`config.mk`:
```
export PLATFORM = sky130hd
export DESIGN_NAME = robot_motor_sequencer
export DESIGN_NICKNAME = d
export VERILOG_FILES = /design/src/rtl/robot_ctrl_pkg.sv /design/src/rtl/motor_dwell_counter.sv /design/src/rtl/robot_motor_sequencer.sv
export SDC_FILE = /design/constraint.sdc
export NUM_CORES = 1
export LEC_CHECK = 0
export CAP_MARGIN = 0
export CORE_UTILIZATION = 56
export CTS_CLUSTER_DIAMETER = 40
export DETAILED_ROUTE_END_ITERATION = 8
export PLACE_DENSITY = 0.82
export SLEW_MARGIN = 20
export SYNTH_ARGS = -nofsm -noshare
export SYNTH_HDL_FRONTEND = slang
export SYNTH_HIERARCHICAL = 1
export SYNTH_SLANG_ARGS = --single-unit
```
`constraint.sdc`:
```
create_clock -name clk -period 5.8 [get_ports clk]
set_input_delay 1.16 -clock clk [delete_from_list [all_inputs] [get_ports clk]]
set_output_delay 1.16 -clock clk [all_outputs]
set_load 0.01 [all_outputs]
```
`src/rtl/robot_ctrl_pkg.sv`:
```
// Shared types for the motor sequencer: sequencer state encoding and command codes.
// The decode helpers keep the command priority (brake beats drive) in one place.
package robot_ctrl_pkg;

    typedef enum logic [1:0] {
        ST_IDLE  = 2'b00,
        ST_DRIVE = 2'b01,
        ST_BRAKE = 2'b10,
        ST_DEAD  = 2'b11
    } motor_state_e;

    localparam logic [1:0] CMD_NONE  = 2'b00;
    localparam logic [1:0] CMD_DRIVE = 2'b01;
    localparam logic [1:0] CMD_BRAKE = 2'b10;

    function automatic logic [1:0] decode_cmd(input logic drive, input logic brake);
        logic [1:0] cmd;
        if (brake)
            cmd = CMD_BRAKE;
        else if (drive)
            cmd = CMD_DRIVE;
        else
            cmd = CMD_NONE;
        return cmd;
    endfunction

    function automatic motor_state_e cmd_target(input logic [1:0] cmd);
        motor_state_e st;
        case (cmd)
            CMD_DRIVE: st = ST_DRIVE;
            CMD_BRAKE: st = ST_BRAKE;
            default:   st = ST_IDLE;
        endcase
        return st;
    endfunction

endpackage

```
`src/rtl/motor_dwell_counter.sv`:
```
// Saturating 8-bit dwell counter; clear wins over enable.
module motor_dwell_counter (
    input  logic       clk,
    input  logic       reset,
    input  logic       clear,
    input  logic       enable,
    output logic [7:0] count
);

    always_ff @(posedge clk) begin
        if (reset || clear)
            count <= 8'd0;
        else if (enable && (count != 8'hFF))
            count <= count + 8'd1;
    end

endmodule

```
`src/rtl/robot_motor_sequencer.sv`:
```
// Motor drive/brake sequencer with dead-time, minimum on-time, estop and
// manual/auto ownership arbitration. Outputs are Moore-decoded and registered.
//
// state | meaning
// IDLE  | motor off, waiting for a command
// DRIVE | forward enable asserted
// BRAKE | brake enable asserted
// DEAD  | both outputs low between changeovers
module robot_motor_sequencer #(
    parameter int DEAD_CYCLES   = 4,
    parameter int MIN_ON_CYCLES = 8
) (
    input  logic       clk,
    input  logic       reset,
    input  logic       auto_drive,
    input  logic       auto_brake,
    input  logic       man_req,
    input  logic       man_drive,
    input  logic       man_brake,
    input  logic       estop,
    output logic       motor_fwd,
    output logic       motor_brk,
    output logic       man_gnt,
    output logic [1:0] state_o
);
    import robot_ctrl_pkg::*;

    localparam logic [7:0] DEAD_LAST   = 8'(DEAD_CYCLES - 1);
    localparam logic [7:0] MIN_ON_LAST = 8'(MIN_ON_CYCLES - 1);

    motor_state_e state;
    motor_state_e state_next;
    logic [7:0]   dwell;
    logic [1:0]   cmd;
    logic         last_dead;
    logic         eval_owner;
    logic         owner;
    logic         min_on_done;
    logic         dwell_clear;
    logic         dwell_enable;

    // Ownership is re-decided only in IDLE or on the final DEAD cycle, and the
    // command that cycle already follows the new owner.
    always_comb begin
        last_dead   = (state == ST_DEAD) && (dwell == DEAD_LAST);
        eval_owner  = (state == ST_IDLE) || last_dead;
        owner       = eval_owner ? man_req : man_gnt;
        min_on_done = (dwell >= MIN_ON_LAST);
        if (owner)
            cmd = man_req ? decode_cmd(man_drive, man_brake) : CMD_NONE;
        else
            cmd = decode_cmd(auto_drive, auto_brake);
    end

    always_comb begin
        state_next = state;
        case (state)
            ST_IDLE: begin
                if (estop)
                    state_next = ST_BRAKE;
                else
                    state_next = cmd_target(cmd);
            end
            ST_DRIVE: begin
                if (estop || ((cmd != CMD_DRIVE) && min_on_done))
                    state_next = ST_DEAD;
            end
            ST_BRAKE: begin
                if (!estop && (cmd != CMD_BRAKE) && min_on_done)
                    state_next = ST_DEAD;
            end
            ST_DEAD: begin
                if (last_dead)
                    state_next = estop ? ST_BRAKE : cmd_target(cmd);
            end
        endcase
    end

    assign dwell_clear  = (state_next != state);
    assign dwell_enable = (state_next != ST_IDLE);

    motor_dwell_counter u_dwell (
        .clk    (clk),
        .reset  (reset),
        .clear  (dwell_clear),
        .enable (dwell_enable),
        .count  (dwell)
    );

    always_ff @(posedge clk) begin
        if (reset) begin
            state     <= ST_IDLE;
            man_gnt   <= 1'b0;
            motor_fwd <= 1'b0;
            motor_brk <= 1'b0;
        end else begin
            state     <= state_next;
            if (eval_owner)
                man_gnt <= man_req;
            motor_fwd <= (state_next == ST_DRIVE);
            motor_brk <= (state_next == ST_BRAKE);
        end
    end

    assign state_o = state;

endmodule

```
==> impl_metrics.py <==
metrics = {
    "yosys": {
        "synth-simple-area-share_pct": 37.6,
        "synthFlopType": "dfxtp_1",
        "synthTopCellsByArea": "dfxtp_1, a21oi_1, mux2i_1",
        "synth_seq_cells": 13,
        "synth_edf_count": 0,
        "synth_top_family_by_area": "simple AND/OR/NAND/NOR gates",
        "yosysMostFrequentCell": "dfxtp_1",
        "yosys_warnings": 6,
        "synth_compound_area_share_pct": 21.0,
        "yosys.area.top_type": "dfxtp_1",
        "synthesis.nets": 114,
        "synthArstFlopShare_pct": 0,
        "synth_cells": 105,
        "synthTopCellsByCount": "dfxtp_1, a21oi_1, nand2_1, nor2_1, mux2i_1",
        "yosys.area_share.adder_pct": 1.46,
        "yosys.cell_types.count": 47,
        "syn_area_um2": 860,
        "seq_area_frac_synth_pct": 30.3,
        "synth_top_cell_area_share_pct": 30.3,
        "avgSynthCellArea_um2": 8.19,
        "synth_mux_area_share_pct": 7.42,
        "synth_xor_area_share_pct": 0,
    },
    "place": {
        "dp_hpwl_um": 1490,
        "placed_area_um2": 986,
        "routabilityCongestion": 0.879,
        "dp_cells": 129,
        "port_buffers": 12,
    },
    "detailed_routing": {
        "drc": 0,
        "dr.pass1.iters": 4,
        "antenna_left": 0,
        "routed_via_density": 6.38,
        "drt_iter0_markers": 36,
        "wire_per_inst_um": 14.8,
        "vias": 848,
        "drt-total-wl_um": 1970,
    },
    "cts": {
        "cts_root_buf": "clkbuf_4",
        "tritoncts": "built",
        "clk_pin_slew_worst_paths_ns": 0.07,
        "cts_inserted_buffers": 3,
        "clk_latency_ns": 0.27,
        "cts_sinks": 13,
        "cts-resized-gates": 0,
        "clockBufferDepth": 2,
        "holdBufCountCts": 0,
        "cts_setup_buffers": 0,
        "htree_levels": 1,
    },
    "run_status": {
        "status": "complete, no violations",
    },
    "grt": {
        "grt_pass1_vias": 684,
        "grt_max_degree": 13,
        "gr-total-overflow": 0,
        "grt.total_usage_pct": 26.7,
        "grt_pass1_wl_um": 2930,
        "grt_antenna_before_repair": 0,
    },
    "critical_path": {
        "worstPathMaxFanout": 8,
        "crit_required_ns": 6.00,
        "reg2reg_depth": 6,
        "startpoint": "man_req",
        "end_kind": "register",
        "cp-start-kind": "input port",
        "slowest_delay_ns": 0.56,
        "critical_path_class": "input port to register",
        "crit_slowest_cell": "clkdlybuf4s50_1",
        "r2r_slack_ns": 2.56,
        "crit_path_end": "u_dwell/count[1]$_SDFFE_PP0P_",
        "timing.rr.end": "u_dwell/count[7]$_SDFFE_PP0P_",
        "reg2reg_from": "u_dwell/count[4]$_SDFFE_PP0P_",
        "critPathTopFamily": "simple AND/OR/NAND/NOR gates",
        "cp_num_cells": 8,
        "arrival_ns": 3.87,
        "path_buf_inv": 1,
        "path_cells": "clkdlybuf4s50_1 -> nor4bb_1 -> nor2_1 -> mux2i_2 -> o311ai_0 -> nor2_1 -> nand2_1 -> mux2i_1",
        "path_common_cell": "nor2_1",
    },
    "timing": {
        "setup_tns_ns": 0,
        "rsz0062_at_grt": "no",
        "worst_slew_pin_slew_ns": 1.02,
        "period_needed_ns": 3.66,
        "max_freq_ghz": 0.273,
        "hold_viol": 0,
        "drv_slew": 0,
        "post-route-period-util_pct": 63.2,
        "hold-worst-slack_ns": 0.530,
        "relSlewSlack_pct": 30.8,
        "finClkSkew_ns": 0.000751,
        "setup_viol": 0,
    },
    "layout": {
        "syn2layout_area_growth_pct": 17.8,
        "final-instance-count-excl-fill": 133,
        "drive_gt1_share_pct": 9.32,
        "fin_util_pct": 74.1,
        "fin_area_um2": 1010,
        "num_antenna_cells": 0,
        "fin_nets": 128,
    },
    "die": {
        "start_util_pct": 62.9,
        "die_h_um": 41.2,
        "die_w_um": 41.2,
        "core_um2": 1370,
        "fp.dieArea_um2": 1700,
        "io_pins": 13,
        "rows": 13,
    },
    "power_and_ir_drop": {
        "powerDensity_nw_per_um2": 196,
        "leakagePower_nw": 0.380,
        "max-vdd-ir-drop_uv": 162,
    },
    "hold_path": {
        "hp-class": "register to register",
    },
    "run": {
        "maxCapViolCount": 0,
    },
}
==> worst register-to-register path, stage by stage, from the launching register on <==
cell,delay (ns)
dfxtp_1,0.36
or4_4,0.58
o41a_1,0.44
mux2i_2,0.22
o311ai_0,0.91
nor2_1,0.35
and3b_1,0.28
==> cell usage in the layout (no fill, tap or decap), drive strengths merged, types with 2 or more instances in the layout <==
cell            n
o21ai           4
nand4           3
nor2            8
clkdlybuf4s50  12
inv             2
nor3            2
dfxtp          13
and2            3
or4             2
a21boi          2
and3b           2
nor4b           3
and4            2
clkbuf          4
or3             3
and3            3
nand3           3
a21oi          12
mux2i           6
nand2          10
==> state kept, by name (all words and copies together), names as in the netlist <==
signal         cells
man_gnt            1
motor_brk          1
motor_fwd          1
state_o            2
u_dwell/count      8
==> power breakdown <==
| part | leakage, nW | switching, mW | internal [mW] |
|---|---|---|---|
| logic | 0.259 | 0.0221 | 0.0220 |
| clock network | 0.0150 | 0.0277 | 0.0266 |
| registers | 0.106 | 0.00645 | 0.0934 |
| total | 0.380 | 0.0562 | 0.142 |
==> cell families (layout without fill, tap and decap cells) <==
family,after synthesis,after routing
adders and majority gates,1,1
AOI/OAI and AO/OA,27,27
and+or+nand+nor,53,53
muxes,6,6
buffers and inverters,5,18
DFF,13,13
==> per-stage QoR <==
stage                     power [mW]  setup WS [ns]
after floorplan                0.127           2.92
after global placement         0.144           2.00
after detailed placement       0.145           1.92
after global routing           0.208           1.94
final                          0.198           2.14
after CTS                      0.199           2.19
==> metal layers <==
metal	routed length (um)	GRT usage, %	vias up
met5	0	0	-
met4	8	6.45	0
met3	161	9.78	2
met2	834	38.7	34
met1	966	37.0	374
li1	-	-	438
==> worst min-delay path by stage <==
stage | cells after the start | end | start
floorplan | 2 | u_dwell/count[4]$_SDFFE_PP0P_ | u_dwell/count[4]$_SDFFE_PP0P_
global placement | 2 | u_dwell/count[1]$_SDFFE_PP0P_ | u_dwell/count[1]$_SDFFE_PP0P_
detailed placement | 2 | u_dwell/count[1]$_SDFFE_PP0P_ | u_dwell/count[1]$_SDFFE_PP0P_
CTS | 2 | u_dwell/count[1]$_SDFFE_PP0P_ | u_dwell/count[1]$_SDFFE_PP0P_
global route | 2 | u_dwell/count[1]$_SDFFE_PP0P_ | u_dwell/count[1]$_SDFFE_PP0P_
finish | 2 | u_dwell/count[1]$_SDFFE_PP0P_ | u_dwell/count[1]$_SDFFE_PP0P_
==> final cells by class <==
type | instances | area [um2]
well taps | 15 | 18.8
fillers | 115 | 354
multi-input cells | 87 | 579
repair buffers | 12 | 120
flip-flops and latches | 13 | 260
clock buffers | 4 | 26.3
inverters | 2 | 7.51
(Power assumes the default switching activity.)
